<file path="config.mk">
export PLATFORM = sky130hd
export DESIGN_NAME = router_slave_wr_1to2
export DESIGN_NICKNAME = d
export VERILOG_FILES = /design/src/rtl/router_slave_wr_1to2_pkg.sv /design/src/rtl/route_fifo_sync.sv /design/src/rtl/router_slave_wr_1to2_chk.sv /design/src/rtl/router_slave_wr_1to2.sv
export SDC_FILE = /design/constraint.sdc
export NUM_CORES = 1
export LEC_CHECK = 0
export BUFFER_PORTS_ARGS = -buffer_cell sky130_fd_sc_hd__buf_2
export CORE_ASPECT_RATIO = 0.6
export CORE_MARGIN = 4
export CORE_UTILIZATION = 41
export CTS_CLUSTER_DIAMETER = 150
export DETAILED_ROUTE_END_ITERATION = 12
export PLACE_DENSITY = 0.76
export SYNTH_ARGS = -nofsm -noshare
export SYNTH_HDL_FRONTEND = slang
export SYNTH_SLANG_ARGS = --single-unit
</file>
<file path="constraint.sdc">
create_clock -name aclk -period 7.68 [get_ports aclk]
set_clock_uncertainty 0.1 [all_clocks]
set_input_delay 0 -clock aclk [delete_from_list [all_inputs] [get_ports aclk]]
set_output_delay 0 -clock aclk [all_outputs]
set_load 0.02 [all_outputs]
</file>
<file path="src/rtl/router_slave_wr_1to2_pkg.sv">
// Shared definitions for the 1-to-2 AXI3 write router.
// Holds the AXI3 field widths, the slave-select encoding and small decode helpers.
package router_slave_wr_1to2_pkg;

    localparam int ADDR_W = 32;
    localparam int ID_W   = 4;
    localparam int LEN_W  = 4;
    localparam int DATA_W = 32;
    localparam int STRB_W = 4;
    localparam int RESP_W = 2;

    // Slave-select encoding, used in the W target FIFO and the B arbiter.
    localparam logic SEL_S1 = 1'b0;
    localparam logic SEL_S2 = 1'b1;

    // Address decode: a match under the mask selects slave 2, anything else slave 1.
    function automatic logic decode_sel(input logic [ADDR_W-1:0] addr,
                                        input logic [ADDR_W-1:0] mask,
                                        input logic [ADDR_W-1:0] base);
        return ((addr & mask) == (base & mask)) ? SEL_S2 : SEL_S1;
    endfunction

    function automatic logic other_sel(input logic sel);
        return ~sel;
    endfunction

endpackage

</file>
<file path="src/rtl/route_fifo_sync.sv">
// Generic synchronous FIFO used to remember W-beat targets in AW order.
// Ports: clk/rst (async active-high), push/push_data, pop/pop_data, empty, full.
// Push while full and pop while empty are ignored. DEPTH must be a power of 2 (>= 2).
module route_fifo_sync #(
    parameter int WIDTH = 1,
    parameter int DEPTH = 4
) (
    input  logic             clk,
    input  logic             rst,
    input  logic             push,
    input  logic [WIDTH-1:0] push_data,
    input  logic             pop,
    output logic [WIDTH-1:0] pop_data,
    output logic             empty,
    output logic             full
);

    localparam int PTR_W = $clog2(DEPTH);
    localparam logic [PTR_W:0] DEPTH_C = (PTR_W + 1)'(DEPTH);

    logic [WIDTH-1:0] mem_r [DEPTH];
    logic [PTR_W-1:0] wr_ptr_r;
    logic [PTR_W-1:0] rd_ptr_r;
    logic [PTR_W:0]   count_r;
    logic             push_ok_s;
    logic             pop_ok_s;

    assign push_ok_s = push & ~full;
    assign pop_ok_s  = pop & ~empty;
    assign empty     = (count_r == '0);
    assign full      = (count_r == DEPTH_C);
    assign pop_data  = mem_r[rd_ptr_r];

    // Storage array; contents are don't-care until written, so no reset.
    always_ff @(posedge clk) begin
        if (push_ok_s) begin
            mem_r[wr_ptr_r] <= push_data;
        end
    end

    // Pointers wrap naturally because DEPTH is a power of 2.
    always_ff @(posedge clk or posedge rst) begin
        if (rst) begin
            wr_ptr_r <= '0;
            rd_ptr_r <= '0;
            count_r  <= '0;
        end else begin
            if (push_ok_s) begin
                wr_ptr_r <= wr_ptr_r + {{(PTR_W-1){1'b0}}, 1'b1};
            end
            if (pop_ok_s) begin
                rd_ptr_r <= rd_ptr_r + {{(PTR_W-1){1'b0}}, 1'b1};
            end
            case ({push_ok_s, pop_ok_s})
                2'b10:   count_r <= count_r + {{PTR_W{1'b0}}, 1'b1};
                2'b01:   count_r <= count_r - {{PTR_W{1'b0}}, 1'b1};
                default: count_r <= count_r;
            endcase
        end
    end

endmodule

</file>
<file path="src/rtl/router_slave_wr_1to2_chk.sv">
// Simulation checker for the write router's response bookkeeping.
// Ports: clk/rst, b_hs (a slave B accepted), b_cnt_zero (its per-ID counter is 0),
// total_zero (the total outstanding counter is 0).
module router_slave_wr_1to2_chk (
    input logic clk,
    input logic rst,
    input logic b_hs,
    input logic b_cnt_zero,
    input logic total_zero
);

    // A response must match an outstanding write; otherwise the counter saturates at 0.
    a_b_has_outstanding_id: assert property (@(posedge clk) disable iff (rst) b_hs |-> !b_cnt_zero);
    a_b_has_outstanding_total: assert property (@(posedge clk) disable iff (rst) b_hs |-> !total_zero);

endmodule

</file>
<file path="src/rtl/router_slave_wr_1to2.sv">
// AXI3 write-path router: one master-side port fanned out to two slaves.
// Ports: aclk/areset; master AW/W inputs with awready_m/wready_m, master B outputs
// (registered) with bready_m; per-slave AW/W outputs and B inputs with _s1/_s2 suffixes.
// AW routes by address decode, W follows AW acceptance order via a target FIFO, and the
// two B channels merge through a round-robin arbiter into an output register.
module router_slave_wr_1to2
    import router_slave_wr_1to2_pkg::*;
#(
    parameter logic [ADDR_W-1:0] SEL_MASK        = 32'h8000_0000,
    parameter logic [ADDR_W-1:0] S2_BASE         = 32'h8000_0000,
    parameter int                MAX_OUTSTANDING = 4,
    parameter int                WFIFO_DEPTH     = 4
) (
    input  logic              aclk,
    input  logic              areset,
    input  logic [ADDR_W-1:0] awaddr_m,
    input  logic [ID_W-1:0]   awid_m,
    input  logic [1:0]        awburst_m,
    input  logic [LEN_W-1:0]  awlen_m,
    input  logic [2:0]        awsize_m,
    input  logic [1:0]        awlock_m,
    input  logic [3:0]        awcache_m,
    input  logic [2:0]        awprot_m,
    input  logic              awvalid_m,
    output logic              awready_m,
    input  logic [ID_W-1:0]   wid_m,
    input  logic [DATA_W-1:0] wdata_m,
    input  logic [STRB_W-1:0] wstrb_m,
    input  logic              wlast_m,
    input  logic              wvalid_m,
    output logic              wready_m,
    output logic [ID_W-1:0]   bid_m,
    output logic [RESP_W-1:0] bresp_m,
    output logic              bvalid_m,
    input  logic              bready_m,
    output logic [ADDR_W-1:0] awaddr_s1,
    output logic [ID_W-1:0]   awid_s1,
    output logic [1:0]        awburst_s1,
    output logic [LEN_W-1:0]  awlen_s1,
    output logic [2:0]        awsize_s1,
    output logic [1:0]        awlock_s1,
    output logic [3:0]        awcache_s1,
    output logic [2:0]        awprot_s1,
    output logic              awvalid_s1,
    input  logic              awready_s1,
    output logic [ADDR_W-1:0] awaddr_s2,
    output logic [ID_W-1:0]   awid_s2,
    output logic [1:0]        awburst_s2,
    output logic [LEN_W-1:0]  awlen_s2,
    output logic [2:0]        awsize_s2,
    output logic [1:0]        awlock_s2,
    output logic [3:0]        awcache_s2,
    output logic [2:0]        awprot_s2,
    output logic              awvalid_s2,
    input  logic              awready_s2,
    output logic [ID_W-1:0]   wid_s1,
    output logic [DATA_W-1:0] wdata_s1,
    output logic [STRB_W-1:0] wstrb_s1,
    output logic              wlast_s1,
    output logic              wvalid_s1,
    input  logic              wready_s1,
    output logic [ID_W-1:0]   wid_s2,
    output logic [DATA_W-1:0] wdata_s2,
    output logic [STRB_W-1:0] wstrb_s2,
    output logic              wlast_s2,
    output logic              wvalid_s2,
    input  logic              wready_s2,
    input  logic [ID_W-1:0]   bid_s1,
    input  logic [RESP_W-1:0] bresp_s1,
    input  logic              bvalid_s1,
    output logic              bready_s1,
    input  logic [ID_W-1:0]   bid_s2,
    input  logic [RESP_W-1:0] bresp_s2,
    input  logic              bvalid_s2,
    output logic              bready_s2
);

    localparam int CNT_W   = $clog2(MAX_OUTSTANDING) + 1;
    localparam int IDX_W   = 1 + ID_W;           // {slave, id}
    localparam int NUM_CNT = 2 * (2 ** ID_W);
    localparam logic [CNT_W-1:0] MAX_C   = CNT_W'(MAX_OUTSTANDING);
    localparam logic [CNT_W-1:0] CNT_ONE = {{(CNT_W-1){1'b0}}, 1'b1};
    localparam logic [NUM_CNT-1:0] VEC_ONE = {{(NUM_CNT-1){1'b0}}, 1'b1};

    logic               run_s;
    logic               tgt_s;
    logic               other_busy_s;
    logic               stall_s;
    logic               aw_hs_s;
    logic               head_s;
    logic               fifo_empty_s;
    logic               fifo_full_s;
    logic               w_pop_s;
    logic               can_load_s;
    logic               gnt_valid_s;
    logic               gnt_s;
    logic [ID_W-1:0]    gnt_bid_s;
    logic [RESP_W-1:0]  gnt_bresp_s;
    logic               b_hs_s;
    logic [NUM_CNT-1:0] inc_vec_s;
    logic [NUM_CNT-1:0] dec_vec_s;
    logic               b_cnt_zero_s;
    logic               total_zero_s;
    logic [CNT_W-1:0]   cnt_r [NUM_CNT];
    logic [CNT_W-1:0]   total_r;
    logic               bvalid_r;
    logic [ID_W-1:0]    bid_r;
    logic [RESP_W-1:0]  bresp_r;
    logic               prio_r;

    // While reset is asserted every handshake output is forced low.
    assign run_s = ~areset;

    assign awaddr_s1  = awaddr_m;   assign awaddr_s2  = awaddr_m;
    assign awid_s1    = awid_m;     assign awid_s2    = awid_m;
    assign awburst_s1 = awburst_m;  assign awburst_s2 = awburst_m;
    assign awlen_s1   = awlen_m;    assign awlen_s2   = awlen_m;
    assign awsize_s1  = awsize_m;   assign awsize_s2  = awsize_m;
    assign awlock_s1  = awlock_m;   assign awlock_s2  = awlock_m;
    assign awcache_s1 = awcache_m;  assign awcache_s2 = awcache_m;
    assign awprot_s1  = awprot_m;   assign awprot_s2  = awprot_m;
    assign wid_s1     = wid_m;      assign wid_s2     = wid_m;
    assign wdata_s1   = wdata_m;    assign wdata_s2   = wdata_m;
    assign wstrb_s1   = wstrb_m;    assign wstrb_s2   = wstrb_m;
    assign wlast_s1   = wlast_m;    assign wlast_s2   = wlast_m;

    assign bvalid_m = bvalid_r;
    assign bid_m    = bid_r;
    assign bresp_m  = bresp_r;

    // AW decode and stall: an ID still outstanding at the other slave blocks the AW,
    // which keeps same-ID responses in order.
    always_comb begin
        tgt_s        = decode_sel(awaddr_m, SEL_MASK, S2_BASE);
        other_busy_s = (cnt_r[{other_sel(tgt_s), awid_m}] != '0);
        stall_s      = (total_r == MAX_C) | fifo_full_s | other_busy_s;
        awvalid_s1   = 1'b0;
        awvalid_s2   = 1'b0;
        awready_m    = 1'b0;
        if (run_s && !stall_s) begin
            if (tgt_s == SEL_S2) begin
                awvalid_s2 = awvalid_m;
                awready_m  = awready_s2;
            end else begin
                awvalid_s1 = awvalid_m;
                awready_m  = awready_s1;
            end
        end else begin
            awvalid_s1 = 1'b0;
            awvalid_s2 = 1'b0;
            awready_m  = 1'b0;
        end
    end

    assign aw_hs_s = awvalid_m & awready_m;

    // W steering by the FIFO head; an empty FIFO (also the reset state) blocks W.
    always_comb begin
        wvalid_s1 = 1'b0;
        wvalid_s2 = 1'b0;
        wready_m  = 1'b0;
        if (!fifo_empty_s) begin
            if (head_s == SEL_S2) begin
                wvalid_s2 = wvalid_m;
                wready_m  = wready_s2;
            end else begin
                wvalid_s1 = wvalid_m;
                wready_m  = wready_s1;
            end
        end else begin
            wready_m = 1'b0;
        end
    end

    assign w_pop_s = wvalid_m & wready_m & wlast_m;

    route_fifo_sync #(
        .WIDTH (1),
        .DEPTH (WFIFO_DEPTH)
    ) u_wfifo (
        .clk       (aclk),
        .rst       (areset),
        .push      (aw_hs_s),
        .push_data (tgt_s),
        .pop       (w_pop_s),
        .pop_data  (head_s),
        .empty     (fifo_empty_s),
        .full      (fifo_full_s)
    );

    // Round-robin B grant; prio_r names the slave that wins a tie.
    always_comb begin
        can_load_s  = run_s & (~bvalid_r | bready_m);
        gnt_valid_s = 1'b0;
        gnt_s       = SEL_S1;
        case ({bvalid_s2, bvalid_s1})
            2'b01: begin gnt_valid_s = 1'b1; gnt_s = SEL_S1; end
            2'b10: begin gnt_valid_s = 1'b1; gnt_s = SEL_S2; end
            2'b11: begin gnt_valid_s = 1'b1; gnt_s = prio_r; end
            default: begin gnt_valid_s = 1'b0; gnt_s = SEL_S1; end
        endcase
        gnt_bid_s   = (gnt_s == SEL_S2) ? bid_s2 : bid_s1;
        gnt_bresp_s = (gnt_s == SEL_S2) ? bresp_s2 : bresp_s1;
        b_hs_s      = can_load_s & gnt_valid_s;
        bready_s1   = b_hs_s & (gnt_s == SEL_S1);
        bready_s2   = b_hs_s & (gnt_s == SEL_S2);
    end

    assign inc_vec_s    = aw_hs_s ? (VEC_ONE << {tgt_s, awid_m}) : '0;
    assign dec_vec_s    = b_hs_s ? (VEC_ONE << {gnt_s, gnt_bid_s}) : '0;
    assign b_cnt_zero_s = (cnt_r[{gnt_s, gnt_bid_s}] == '0);
    assign total_zero_s = (total_r == '0);

    // Per-slave per-ID outstanding counters; inc+dec nets to zero, dec saturates at 0.
    always_ff @(posedge aclk or posedge areset) begin
        if (areset) begin
            cnt_r <= '{default: '0};
        end else begin
            for (int e = 0; e < NUM_CNT; e++) begin
                if (inc_vec_s[e[IDX_W-1:0]] && !dec_vec_s[e[IDX_W-1:0]]) begin
                    cnt_r[e[IDX_W-1:0]] <= cnt_r[e[IDX_W-1:0]] + CNT_ONE;
                end else if (dec_vec_s[e[IDX_W-1:0]] && !inc_vec_s[e[IDX_W-1:0]] &&
                             (cnt_r[e[IDX_W-1:0]] != '0)) begin
                    cnt_r[e[IDX_W-1:0]] <= cnt_r[e[IDX_W-1:0]] - CNT_ONE;
                end
            end
        end
    end

    // Total outstanding counter with the same net/saturate rules.
    always_ff @(posedge aclk or posedge areset) begin
        if (areset) begin
            total_r <= '0;
        end else if (aw_hs_s && !b_hs_s) begin
            total_r <= total_r + CNT_ONE;
        end else if (b_hs_s && !aw_hs_s && (total_r != '0)) begin
            total_r <= total_r - CNT_ONE;
        end
    end

    // B output register: loads the winner, else empties once the master takes it.
    always_ff @(posedge aclk or posedge areset) begin
        if (areset) begin
            bvalid_r <= 1'b0;
            bid_r    <= '0;
            bresp_r  <= '0;
            prio_r   <= SEL_S1;
        end else if (b_hs_s) begin
            bvalid_r <= 1'b1;
            bid_r    <= gnt_bid_s;
            bresp_r  <= gnt_bresp_s;
            prio_r   <= other_sel(gnt_s);
        end else if (bready_m) begin
            bvalid_r <= 1'b0;
        end
    end

    router_slave_wr_1to2_chk u_chk (
        .clk        (aclk),
        .rst        (areset),
        .b_hs       (b_hs_s),
        .b_cnt_zero (b_cnt_zero_s),
        .total_zero (total_zero_s)
    );

endmodule

</file>
==> impl_metrics.yaml <==
logic_synthesis:
  synth_edf_count: 4
  async_flop_share: 0.966
  syn_area_mm2: 0.0106
  synthFlopType: "dfrtp_1"
  synth_top_family_by_area: "simple AND/OR/NAND/NOR gates"
  yosysSeqAreaShare: 0.281
  synth-xor-area-share: 0.0182
  synthMuxAreaShare: 0.0416
  ys_ff_latch: 118
  syn_area_per_cell_um2: 8.56
  synth_fa_ha_area_frac: 0.0702
  synth_fp_nets: 1394
  yosysWarnings: 0
  yosys.area_share.simple: 0.246
  synth_compound_area_frac: 0.173
  ys_types: 91
  syn-instance-count: 1237
clocking:
  clock_sink_count: 118
  cts_buffer_depth: 2
  root_buffer: "clkbuf_16"
  cts_tree: "done"
  clock_latency_ns: 0.44
  numCtsBuffers: 17
  cts_hold_buf: 106
  cts_resized: 0
  cts-htree-levels: 4
  clk_pin_slew_ns: 0.06
  cts_setup_buffers: 0
worst_setup_path:
  cp_cell_sequence: "nor2_1 -> a221oi_1 -> and3b_1 -> o31ai_4 -> inv_2 -> nand3_1 -> nor2_1 -> nand2_1 -> fa_1 -> or4_1 -> a21oi_1 -> or3_1"
  crit_family: "simple AND/OR/NAND/NOR gates"
  cp_num_buf_inv: 1
  critical_path_required_ns: 7.96
  crit_arrival_ns: 4.62
  worst-setup-path-type: "reg -> reg"
  cp-startpoint: "total_r[0]"
  reg2reg_from: "total_r[0]"
  cpMostUsedCell: "nor2_1"
  critPathLaunchType: "flip-flop"
  critPathCaptureType: "flip-flop"
  cp_max_fo: 13
  cp_slowest_cell: "a221oi_1"
  critPathMaxStageDelay_ns: 1.07
placed_design:
  hpwlAfterDp_mm: 20.7
  place.gp.congestion: 1.00
  post-place-ws_ns: 3.33
  port_buffers: 55
cells_and_area:
  antennaDiodeCount: 0
  n_fill_cell: 2377
  final_core_util: 0.450
  fin_nets: 1354
  layout_commonest_cell: "nor2_1"
  final_cell_mix: "122 x nor2_1, 114 x dfrtp_1, 106 x dlygate4sd3_1"
  regArea_mm2: 0.00297
  area_growth_pct: 7.65
  drive_above_1_share: 0.125
  multiInputGateArea_mm2: 0.00580
pwr:
  peakVddDrop_uv: 159
  leakagePower_nw: 4.55
  power.total_mw: 2.97
  p_per_area_mw_per_mm2: 260
flow_run:
  max-cap-violations: 0
route:
  viasPerCell: 6.06
  maxUsedRoutingLayer: "met4"
  drc_errors: 0
  drtIter0Drc: 1077
  firstDrtPassIters: 6
  wl_met1_mm: 13.3
  met3_length_mm: 3.68
  post_drt_wl_per_cell_um: 19.6
  postRouteWirelength_mm: 30.2
  routed-wl-met2_mm: 12.8
  num_vias: 9321
  ant_nets: 0
timing:
  hold_viol: 0
  worst_pin_slew_ns: 1.29
  timing.final.crit_share: 0.565
  slew-limit-headroom: 0.140
  layout_setup_ws_ns: 3.34
  max_freq_mhz: 230
  fin_hold_ws_ns: 0.0188
  rsz0062_at_grt: "false"
  tns_ns: 0
  finalMaxSlewViolations: 0
  fin_crit_ns: 4.34
  setup_viol: 0
die:
  fp.dieH_um: 132
  die_x_um: 215
  start_util: 0.418
  die_area_mm2: 0.0285
  io_pins: 323
  rows: 45
  coreArea_mm2: 0.0253
hold_path:
  holdCritPathClass: "in -> reg"
  min_from: "bid_s2[0]"
grt:
  grtUsageTotal: 0.207
  grt_first_pass_wirelength_mm: 48.0
  overflow: 0
  grt_pass1_vias: 8934
  grt_max_degree: 64
  antenna_found_initial: 0
status:
  status: "completed"
logic make-up (layout without fill, tap and decap cells):
family,after synthesis,in the layout
XOR/XNOR,22,22
adder cells (fa/ha/maj),39,39
flip-flops,118,118
AO/OA/AOI/OAI,266,266
multiplexers,38,38
buffers and inverters,270,243
AND/OR/NAND/NOR,484,484
stage by stage:
step	std cells	area, um2
4_1_cts	1539	11400
2_1_floorplan	1237	10600
3_5_place_dp	1401	9700
5_1_grt	1539	11400
3_3_place_gp	1401	9700
6_report	1539	11400
cell usage after synthesis, types with 8 or more instances:
cell / number / area share
buf_4: 194 / 0.14
nor2_1: 122 / 0.043
dfrtp_1: 114 / 0.27
nand2_1: 81 / 0.029
nand3_1: 55 / 0.026
o21ai_0: 51 / 0.024
nor3_1: 47 / 0.022
a21oi_1: 45 / 0.021
inv_1: 37 / 0.013
fa_1: 34 / 0.064
nor4_1: 27 / 0.016
or3_1: 24 / 0.014
clkbuf_1: 21 / 0.0074
nand4_1: 21 / 0.012
mux2i_1: 20 / 0.019
xnor2_1: 19 / 0.016
o21a_1: 17 / 0.012
or4_1: 16 / 0.011
o211ai_1: 15 / 0.011
o21ai_1: 15 / 0.0071
a211oi_1: 12 / 0.0085
and2_1: 12 / 0.0071
mux2_2: 12 / 0.013
a31oi_1: 11 / 0.0065
nand2b_1: 11 / 0.0065
and3_1: 10 / 0.0059
a21o_1: 9 / 0.0064
a22oi_1: 9 / 0.0064
o31a_1: 8 / 0.0066
sequential cells by signal (all words and copies together), names as in the netlist:
name              flops
bid_m                 4
bresp_m               2
bvalid_m              1
cnt_r                96
prio_r                1
total_r               3
u_wfifo.count_r       3
u_wfifo.mem_r         4
u_wfifo.rd_ptr_r      2
u_wfifo.wr_ptr_r      2
per-layer routing:
metal	track usage	vias to the layer above
li1	-	4230
met1	0.298	4536
met2	0.286	493
met3	0.0822	62
met4	0.0554	0
met5	0.00833	-
final cells by class:
cell class,count,area share
Multi-Input combinational cell,849,0.509
Sequential cell,118,0.261
Timing Repair Buffer,171,0.124
Clock buffer,24,0.0432
Tap cell,329,0.0361
Inverter,40,0.0138
Clock inverter,8,0.0127
tightest hold or removal path, delay by kind of cell:
| family | cells | cell delay (ns) |
|---|---|---|
| buffers and inverters | 2 | 0.30 |
| multiplexers | 1 | 0.06 |
| AO/OA/AOI/OAI | 1 | 0.15 |
final timing paths:
check	end	slack, ns	cells after the start
worst max-delay path	cnt_r[50]	3.34	12
worst min-delay path	bid_m[0]	0.02	4
worst max register to register	cnt_r[50]	3.34	12
worst min register to register	cnt_r[41]	0.37	1
max in group asynchronous	cnt_r[64]	6.06	4
min in group asynchronous	total_r[0]	0.19	3
power breakdown:
| group | leakage (nW) | internal, mW | switching (mW) |
|---|---|---|---|
| logic | 2.76 | 0.440 | 0.590 |
| registers | 1.49 | 0.796 | 0.261 |
| clock network | 0.306 | 0.576 | 0.303 |
Note: power is estimated with default switching activity, not from simulation.
